File: src/rtl/imem_loader_pkg.sv
// rtl/imem_loader_pkg.sv - shared widths, loader state encodings, loader types
//
// Shared header for the instruction-memory loader. The `define block carries
// the datapath widths and the loader FSM encodings so benches can probe the
// state. The package turns them into typed constants for the RTL.
`ifndef IMEM_LOADER_DEFS
`define IMEM_LOADER_DEFS
`define DWIDTH    32
`define PC_WIDTH  32
`define LD_LEN_HI 3'd0
`define LD_LEN_LO 3'd1
`define LD_DATA   3'd2
`define LD_DONE   3'd3
`define LD_ERR    3'd4
`endif

package imem_loader_pkg;

    localparam int LD_DW = `DWIDTH;
    localparam int LD_AW = `PC_WIDTH;

    typedef enum logic [2:0] {
        ST_LEN_HI = `LD_LEN_HI,
        ST_LEN_LO = `LD_LEN_LO,
        ST_DATA   = `LD_DATA,
        ST_DONE   = `LD_DONE,
        ST_ERR    = `LD_ERR
    } ld_state_e;

    // Word index to byte address.
    function automatic logic [LD_AW-1:0] word_addr(input logic [LD_AW-1:0] idx);
        return idx << 2;
    endfunction

endpackage

File: src/rtl/imem_loader_word_assembler.sv
// rtl/imem_loader_word_assembler.sv - 8-to-32 big-endian word assembler
//
// Ports:
//   clk_i, rst_i    : clock, synchronous active-high reset
//   clr_i           : drop any partial word and restart the byte count
//   shift_i         : a data byte is accepted this cycle
//   byte_i          : the accepted byte
//   word_o          : assembled word (valid while done_o is high)
//   done_o          : this cycle's byte completes a word
module word_assembler
    import imem_loader_pkg::*;
(
    input  logic             clk_i,
    input  logic             rst_i,
    input  logic             clr_i,
    input  logic             shift_i,
    input  logic [7:0]       byte_i,
    output logic [LD_DW-1:0] word_o,
    output logic             done_o
);

    logic [23:0] sr_q, sr_d;
    logic [1:0]  cnt_q, cnt_d;

    always_comb begin
        sr_d  = sr_q;
        cnt_d = cnt_q;
        if (clr_i) begin
            sr_d  = '0;
            cnt_d = '0;
        end else if (shift_i) begin
            sr_d  = {sr_q[15:0], byte_i};
            cnt_d = cnt_q + 2'd1;
        end
    end

    always_ff @(posedge clk_i) begin
        if (rst_i) begin
            sr_q  <= '0;
            cnt_q <= '0;
        end else begin
            sr_q  <= sr_d;
            cnt_q <= cnt_d;
        end
    end

    // The fourth byte is combined with the three held bytes directly, so the
    // loader can register the complete word on the same edge it is accepted.
    assign word_o = {sr_q, byte_i};
    assign done_o = shift_i && !clr_i && (cnt_q == 2'd3);

endmodule

File: src/rtl/imem_loader.sv
// rtl/imem_loader.sv - boot-time byte-stream writer for instruction memory
//
// Ports:
//   l_clk, l_rst        : clock, synchronous active-high reset
//   l_i_valid, l_i_byte : byte stream in; l_o_ready accepts it
//   l_i_reload          : pulse that aborts/restarts loading (beats a transfer)
//   l_o_we, l_o_waddr,
//   l_o_wdata           : instruction-memory write port (byte address)
//   l_o_done, l_o_err   : program loaded / length exceeded DEPTH
//   l_o_core_rst_n      : datapath reset, released once loading is done
module imem_loader
    import imem_loader_pkg::*;
#(
    parameter int DEPTH = 256
) (
    input  logic             l_clk,
    input  logic             l_rst,
    input  logic             l_i_valid,
    input  logic [7:0]       l_i_byte,
    output logic             l_o_ready,
    input  logic             l_i_reload,
    output logic             l_o_we,
    output logic [LD_AW-1:0] l_o_waddr,
    output logic [LD_DW-1:0] l_o_wdata,
    output logic             l_o_done,
    output logic             l_o_err,
    output logic             l_o_core_rst_n
);

    localparam int IW = $clog2(DEPTH) + 1;

    ld_state_e        state_q;
    logic             ready_q;
    logic             we_q;
    logic [LD_AW-1:0] waddr_q;
    logic [LD_DW-1:0] wdata_q;
    logic             done_q;
    logic             err_q;
    logic             core_rst_n_q;
    logic [IW-1:0]    widx_q;
    logic [15:0]      nlen_q;
    logic [7:0]       len_hi_q;

    logic             xfer;
    logic [15:0]      n_w;
    logic             asm_clr;
    logic             asm_shift;
    logic [LD_DW-1:0] asm_word;
    logic             asm_done;

    // ready_q is the registered handshake, so it is also the acceptance term.
    assign xfer      = l_i_valid && ready_q && !l_i_reload;
    assign n_w       = {len_hi_q, l_i_byte};
    assign asm_clr   = l_i_reload || (state_q == ST_LEN_LO && xfer);
    assign asm_shift = (state_q == ST_DATA) && xfer;

    word_assembler u_asm (
        .clk_i   (l_clk),
        .rst_i   (l_rst),
        .clr_i   (asm_clr),
        .shift_i (asm_shift),
        .byte_i  (l_i_byte),
        .word_o  (asm_word),
        .done_o  (asm_done)
    );

    always_ff @(posedge l_clk) begin
        if (l_rst) begin
            state_q      <= ST_LEN_HI;
            ready_q      <= 1'b0;
            we_q         <= 1'b0;
            waddr_q      <= '0;
            wdata_q      <= '0;
            done_q       <= 1'b0;
            err_q        <= 1'b0;
            core_rst_n_q <= 1'b0;
            widx_q       <= '0;
            nlen_q       <= '0;
            len_hi_q     <= '0;
        end else begin
            we_q <= 1'b0;
            if (l_i_reload) begin
                state_q      <= ST_LEN_HI;
                ready_q      <= 1'b1;
                done_q       <= 1'b0;
                err_q        <= 1'b0;
                core_rst_n_q <= 1'b0;
                widx_q       <= '0;
                nlen_q       <= '0;
            end else begin
                case (state_q)
                    ST_LEN_HI: begin
                        ready_q <= 1'b1;
                        if (xfer) begin
                            len_hi_q <= l_i_byte;
                            state_q  <= ST_LEN_LO;
                        end
                    end
                    ST_LEN_LO: begin
                        if (xfer) begin
                            nlen_q <= n_w;
                            widx_q <= '0;
                            if (n_w == 16'd0) begin
                                state_q      <= ST_DONE;
                                ready_q      <= 1'b0;
                                done_q       <= 1'b1;
                                core_rst_n_q <= 1'b1;
                            end else if (32'(n_w) > 32'(DEPTH)) begin
                                state_q <= ST_ERR;
                                ready_q <= 1'b0;
                                err_q   <= 1'b1;
                            end else begin
                                state_q <= ST_DATA;
                            end
                        end
                    end
                    ST_DATA: begin
                        if (asm_done) begin
                            we_q    <= 1'b1;
                            wdata_q <= asm_word;
                            waddr_q <= word_addr(LD_AW'(widx_q));
                            widx_q  <= widx_q + IW'(1);
                            // Last word: done follows one cycle after the write.
                            if (32'(widx_q) == 32'(nlen_q) - 32'd1) begin
                                state_q <= ST_DONE;
                                ready_q <= 1'b0;
                            end
                        end
                    end
                    ST_DONE: begin
                        ready_q      <= 1'b0;
                        done_q       <= 1'b1;
                        core_rst_n_q <= 1'b1;
                    end
                    ST_ERR: begin
                        ready_q <= 1'b0;
                        err_q   <= 1'b1;
                    end
                    default: begin
                        state_q <= ST_LEN_HI;
                        ready_q <= 1'b1;
                    end
                endcase
            end
        end
    end

    assign l_o_ready      = ready_q;
    assign l_o_we         = we_q;
    assign l_o_waddr      = waddr_q;
    assign l_o_wdata      = wdata_q;
    assign l_o_done       = done_q;
    assign l_o_err        = err_q;
    assign l_o_core_rst_n = core_rst_n_q;

endmodule

File: config.mk
export PLATFORM = sky130hd
export DESIGN_NAME = imem_loader
export DESIGN_NICKNAME = d
export VERILOG_FILES = /design/src/rtl/imem_loader_pkg.sv /design/src/rtl/imem_loader_word_assembler.sv /design/src/rtl/imem_loader.sv
export SDC_FILE = /design/constraint.sdc
export NUM_CORES = 1
export LEC_CHECK = 0
export ABC_AREA = 1
export CORE_MARGIN = 1.5
export CORE_UTILIZATION = 45
export CTS_CLUSTER_DIAMETER = 100
export DETAILED_ROUTE_END_ITERATION = 8
export GPL_ROUTABILITY_DRIVEN = 0
export PLACE_DENSITY = 0.7
export SETUP_SLACK_MARGIN = 0.15
export SLEW_MARGIN = 20
export SYNTH_ARGS = -nofsm -noshare
export SYNTH_HDL_FRONTEND = slang
export SYNTH_SLANG_ARGS = --single-unit
File: constraint.sdc
create_clock -name l_clk -period 2.4 [get_ports l_clk]
set_input_delay 0.36 -clock l_clk [delete_from_list [all_inputs] [get_ports l_clk]]
set_output_delay 0.36 -clock l_clk [all_outputs]
set_load 0.03 [all_outputs]
==> results.sh, run 1 <==
export IMPL_io_buffers=57
export IMPL_drive_above_1_share=0.07438
export IMPL_synth_top_cell_area_share=0.4521
export IMPL_cts_reportedPaths_clkPinSlew_ps=110
export IMPL_relSlewSlack=0.6576
export IMPL_ant_nets=0
export IMPL_syn_inst=664
export IMPL_ios=81
export IMPL_slowest_stage="dfxtp_1"
export IMPL_cts_max_level=3
export IMPL_initial_core_util=0.4610
export IMPL_grt_pass1_vias=4097
export IMPL_wl_per_cell_um=13.26
export IMPL_yosysSeqAreaShare=0.4521
export IMPL_syn_to_final_growth_pct=17.90
export IMPL_dpl_hpwl_mm=8.138
export IMPL_cp_start_kind="flop"
export IMPL_register_area_um2=2142
export IMPL_max_freq_ghz=0.5102
export IMPL_crit_required_ps=2680
export IMPL_vias_per_cell=5.020
export IMPL_clock_tree_buffer_depth=2
export IMPL_drc=0
export IMPL_period_needed_ps=1960
export IMPL_yosys_warnings=0
export IMPL_ir_worst_vdd_mv=0.2486
export IMPL_synth_edff_count=0
export IMPL_grt_busiest_layer="met2"
export IMPL_crit_fanout=5
export IMPL_first_iter_violations=275
export IMPL_fin_crit_sh=0.8166
export IMPL_use_met1=0.2783
export IMPL_die_w_um=105.6
export IMPL_vias=4327
export IMPL_n_antenna_cell=0
export IMPL_first_pass_iters=4
export IMPL_synth_cell_types=31
export IMPL_rows=37
export IMPL_antenna_found_initial=0
export IMPL_critPathCaptureType="flop"
export IMPL_slowest_delay_ps=350
export IMPL_gr_usage_met3=0.03649
export IMPL_numCtsBuffers=9
export IMPL_finalHoldViolCount=0
export IMPL_cp_common_cell="nand2_1"
export IMPL_finalSetupViolCount=0
export IMPL_fp_dieH_um=105.6
export IMPL_yosys_top_cells_area="dfxtp_1 45%, nor2_1 10%, nand2_1 9.7%"
export IMPL_post_cts_buffers=0
export IMPL_critPathArrivalTime_ps=2240
export IMPL_gr_usage_all_layers=0.2148
export IMPL_power_density_nw_per_um2=542.7
export IMPL_whs_ps=476.8
export IMPL_max_slew_worst_pin_slew_ps=512.8
export IMPL_die_area_um2=11150
export IMPL_p_leak_nw=2.431
export IMPL_async_reset_ff_frac=0
export IMPL_fill_cells=1009
export IMPL_grt_setup_unrepaired="false"
export IMPL_instances_no_fill=862
export IMPL_syn_area_per_cell_um2=7.136
export IMPL_yosysTopAreaCell="dfxtp_1"
export IMPL_gr_usage_met2=0.3501
export IMPL_cts_tree="yes"
export IMPL_worstSetupPathType="reg -> reg"
export IMPL_synth_area_um2=4738
export IMPL_synth_seq_cells=107
export IMPL_routed_wl_mm=11.43
export IMPL_drv_slew=0
export IMPL_reg2reg_slack_ps=440
export IMPL_dp_cells=846
export IMPL_grt_max_degree=51
export IMPL_cts_sinks=107
export IMPL_insertion_delay_ps=380
export IMPL_holdBufCountCts=0
export IMPL_outcome="finished, final reports clean"
export IMPL_maxCapViolations=0
export IMPL_cp_cell_sequence="inv_1, ha_1, nand3_1, nor2_1, nand2_1, xor2_1, nand2_1, nor2_1, nand2_1, nand2_1, nand3_1, nand2_1, nor2_1"
export IMPL_nNetsFinal=736
export IMPL_hp_class="reg -> reg"
export IMPL_skew_ps=12.85
export IMPL_fin_setup_tns_ps=0
export IMPL_grt_pass1_wl_mm=19.24
export IMPL_grt_overflow=0
export IMPL_core_area_um2=10280
export IMPL_multi_input_area_um2=2210
export IMPL_synth_main_ff_cell="dfxtp_1"
export IMPL_root_buffer="clkbuf_8"
export IMPL_ctsResizeCount=0
[flip-flops by register name, indices dropped and copies added (netlist names)]
register / cells
l_o_core_rst_n: 1
l_o_err: 1
l_o_ready: 1
l_o_waddr: 9
l_o_wdata: 32
l_o_we: 1
len_hi_q: 8
nlen_q: 16
state_q: 3
u_asm.cnt_q: 2
u_asm.sr_q: 24
widx_q: 9
[cells in the mapped netlist, types with 2 or more instances]
library cell / n
a21oi_1: 63
buf_2: 6
buf_4: 24
clkbuf_1: 18
dfxtp_1: 107
ha_1: 3
inv_1: 45
inv_2: 4
nand2_1: 122
nand2_2: 3
nand2_4: 3
nand3_1: 21
nand3b_1: 4
nand4_1: 3
nor2_1: 130
nor2_2: 3
nor2_4: 4
nor3_1: 6
nor4_1: 2
o21ai_0: 77
xnor2_1: 2
xor2_1: 5
[cell families (layout without fill, tap and decap cells)]
| group | Yosys count | in the layout | synth area share |
|---|---|---|---|
| and+or+nand+nor | 304 | 304 | 0.2733 |
| adders and majority gates | 3 | 3 | 0.007923 |
| xor gates and xnor gates | 7 | 7 | 0.01294 |
| AOI/OAI and AO/OA | 143 | 143 | 0.1534 |
| other | 1 | 23 | 0.0007914 |
| buffers and inverters | 99 | 139 | 0.09955 |
| DFF | 107 | 107 | 0.4521 |
[layout make-up]
class	instances	share of cell area
timing repair buffer	73	0.1236
sequential	107	0.3834
multi-input combinational	480	0.3955
tap	136	0.03046
clock inverter	7	0.01075
inverter	50	0.03404
clock buffer	9	0.02217
[metrics by stage]
step / utilization / setup slack [ps] / total power, W / area, um^2
after floorplan: - / 512.8 / 0.001987 / 4821
after global routing: 0.5436 / 180.2 / 0.003163 / 5587
after detailed placement: 0.5257 / 113.5 / 0.002022 / 5403
final: 0.5436 / 440.1 / 0.003032 / 5587
after global placement: 0.5257 / 241.5 / 0.002020 / 5403
after CTS: 0.5436 / 429.4 / 0.003050 / 5587
[per-layer routing]
layer / up-vias / share of wire
met5: - / 0
met4: 0 / 0.027
met3: 28 / 0.037
met2: 100 / 0.47
met1: 2003 / 0.47
li1: 2196 / -
[critical path: cells and delay by family, from the launching register on]
kind	cells	cell delay, ps
AND/OR/NAND/NOR	10	1120
flip-flops	1	350
adder cells (fa/ha/maj)	1	210
XOR/XNOR	1	140
buffers and inverters	1	60
[final timing paths]
kind / start / end / cells past startpoint
max: nlen_q[1] / l_o_ready / 13
min: l_o_err / l_o_err / 2
max reg2reg: nlen_q[1] / l_o_ready / 13
min reg2reg: l_o_err / l_o_err / 2
[power by group]
part           internal (W)  switching, W
clock network      0.000396      0.000653
logic             0.0000537      0.000137
registers           0.00178    0.00000822
[cell usage in the layout, fill, tap and decap left out, types with 9 or more instances in the layout]
| cell | synthesis | final |
|---|---|---|
| o21ai_0 | 77 | 77 |
| clkdlybuf4s50_1 | 0 | 57 |
| nand2_1 | 122 | 122 |
| conb_1 | 1 | 23 |
| inv_1 | 45 | 45 |
| clkbuf_8 | 0 | 9 |
| dfxtp_1 | 107 | 107 |
| nor2_1 | 130 | 129 |
| a21oi_1 | 63 | 63 |
| buf_4 | 24 | 16 |
| nand3_1 | 21 | 21 |
Power figures use the tool's default switching activity.
==> run 2, diff against run 1 <==
--- a/config.mk
+++ b/config.mk
@@ -11,7 +11,7 @@
 export CTS_CLUSTER_DIAMETER = 100
 export DETAILED_ROUTE_END_ITERATION = 8
 export GPL_ROUTABILITY_DRIVEN = 0
-export PLACE_DENSITY = 0.7
+export PLACE_DENSITY = 0.72
 export SETUP_SLACK_MARGIN = 0.15
 export SLEW_MARGIN = 20
 export SYNTH_ARGS = -nofsm -noshare
==> constraint.sdc (replaced) <==
create_clock -name l_clk -period 1.62 [get_ports l_clk]
set_input_delay 0.243 -clock l_clk [delete_from_list [all_inputs] [get_ports l_clk]]
set_output_delay 0.243 -clock l_clk [all_outputs]
set_load 0.03 [all_outputs]
==> results.sh, run 2 (same netlist as run 1, synthesis figures left out) <==
export IMPL_outcome="complete, but fails checks"
export IMPL_violations="setup timing"
export IMPL_nNetsFinal=801
export IMPL_n_antenna_cell=0
export IMPL_first_pass_iters=5
export IMPL_critPathCaptureType="flop"
export IMPL_p_leak_nw=3.142
export IMPL_fin_crit_sh=1.111
export IMPL_grt_setup_unrepaired="true"
export IMPL_drv_slew=0
export IMPL_largest_register_ffs=32
export IMPL_critPathArrivalTime_ps=2090
export IMPL_root_buffer="clkbuf_8"
export IMPL_insertion_delay_ps=390
export IMPL_finalSetupViolCount=3
export IMPL_final_cell_mix="113 x nand2_1, 99 x nor2_1, 97 x dfxtp_1"
export IMPL_cp_start_kind="flop"
export IMPL_cts_sinks=107
export IMPL_cts_reportedPaths_clkPinSlew_ps=110
export IMPL_die_area_um2=11150
export IMPL_r2r_end="l_o_ready"
export IMPL_clock_tree_buffer_depth=2
export IMPL_vias_per_cell=5.061
export IMPL_numCtsBuffers=9
export IMPL_hp_class="reg -> reg"
export IMPL_grt_pass1_vias=4416
export IMPL_drive_above_1_share=0.2339
export IMPL_period_needed_ps=1800
export IMPL_die_w_um=105.6
export IMPL_crit_fanout=5
export IMPL_whs_ps=453.3
export IMPL_rows=37
export IMPL_syn_to_final_growth_pct=36.78
export IMPL_final_common_cell="nand2_1"
export IMPL_grt_pass1_wl_mm=20.23
export IMPL_dpl_hpwl_mm=8.596
export IMPL_vias=4692
export IMPL_antenna_found_initial=0
export IMPL_cts_max_level=3
export IMPL_routed_wl_mm=13.22
export IMPL_initial_core_util=0.4610
export IMPL_grt_overflow=0
export IMPL_whs_path_depth=2
export IMPL_core_area_um2=10280
export IMPL_skew_ps=12.94
export IMPL_fill_cells=891
export IMPL_cts_tree="yes"
export IMPL_timing_rr_start="nlen_q[0]"
export IMPL_io_buffers=57
export IMPL_rr_worst_depth=13
export IMPL_worstSetupPathType="reg -> reg"
export IMPL_ios=81
export IMPL_reg2reg_slack_ps=-180
export IMPL_ir_worst_vdd_mv=0.4053
export IMPL_fp_dieH_um=105.6
export IMPL_wl_per_cell_um=14.26
export IMPL_ant_nets=0
export IMPL_final_core_util=0.6306
export IMPL_whs_endpoint="l_o_err"
export IMPL_drc=0
export IMPL_gr_usage_all_layers=0.2254
export IMPL_max_freq_ghz=0.5556
export IMPL_grt_max_degree=51
export IMPL_crit_required_ps=1910
export IMPL_fin_setup_tns_ps=-437.7
export IMPL_p_total_w=0.004610
export IMPL_first_iter_violations=250
export IMPL_finalHoldViolCount=0
export IMPL_maxCapViolations=0
export IMPL_worstHoldStart="l_o_err"
export IMPL_power_density_nw_per_um2=711.4
export IMPL_post_place_ws_ps=-395.9
export IMPL_worst_slack_ps=-180.0
[run 2: how the worst max path moves through the flow]
stage                         start        end  slack (ps)  cells past startpoint
after detailed placement  l_i_valid  widx_q[8]        -400                     14
after CTS                 nlen_q[1]  l_o_ready        -140                     14
final                     nlen_q[0]  l_o_ready        -180                     13
after global placement    l_i_valid  widx_q[8]        -340                     14
after global routing      nlen_q[1]  l_o_ready        -290                     14
after floorplan           l_o_ready  widx_q[8]         -40                     13
[run 2: area by class of cell]
type / instances / area (um^2) / share of cell area
clock inverters: 7 / 70.07 / 0.01081
inverters: 50 / 197.7 / 0.03050
well taps: 136 / 170.2 / 0.02625
repair buffers: 138 / 1280 / 0.1975
flip-flops and latches: 107 / 2162 / 0.3336
clock buffers: 9 / 123.9 / 0.01911
multi-input cells: 480 / 2477 / 0.3822
[run 2: stage by stage]
stage	std cells	instance area (um^2)
floorplan	686	4846
global placement	891	5788
detailed placement	891	5788
CTS	916	6102
global route	927	6481
finish	927	6481
[run 2: where the power goes]
| group | leakage, nW | internal (W) | switching (W) |
|---|---|---|---|
| Sequential | 0.868 | 0.00264 | 0.0000134 |
| Combinational | 2.18 | 0.000113 | 0.000221 |
| Clock | 0.0955 | 0.000603 | 0.00102 |
[run 2: timing repair]
action,4_1_cts,5_1_grt
setup endpoints to repair,96,88
resized for setup,80,74
setup buffers,9,5
cloned,0,6
hold buffers,0,0
pin swaps,14,23
[run 2: routing by layer]
layer | vias to the layer above | global-route usage | part of all wire
met3 | 29 | 0.03401 | 0.053
met4 | 0 | 0.1110 | 0.024
li1 | 2326 | - | -
met5 | - | 0 | 0
met2 | 155 | 0.3880 | 0.50
met1 | 2182 | 0.2749 | 0.42
[run 2: worst max-delay path: stages (launching register included)]
cell	delay, ps
dfxtp_2	350
inv_4	80
ha_4	180
nand3_4	140
nor2_2	150
nand3_2	100
xor2_1	170
nand2_1	80
nor2_1	90
nand2_1	90
nand2_1	100
nand3_1	80
nand2_1	70
nor2_1	40
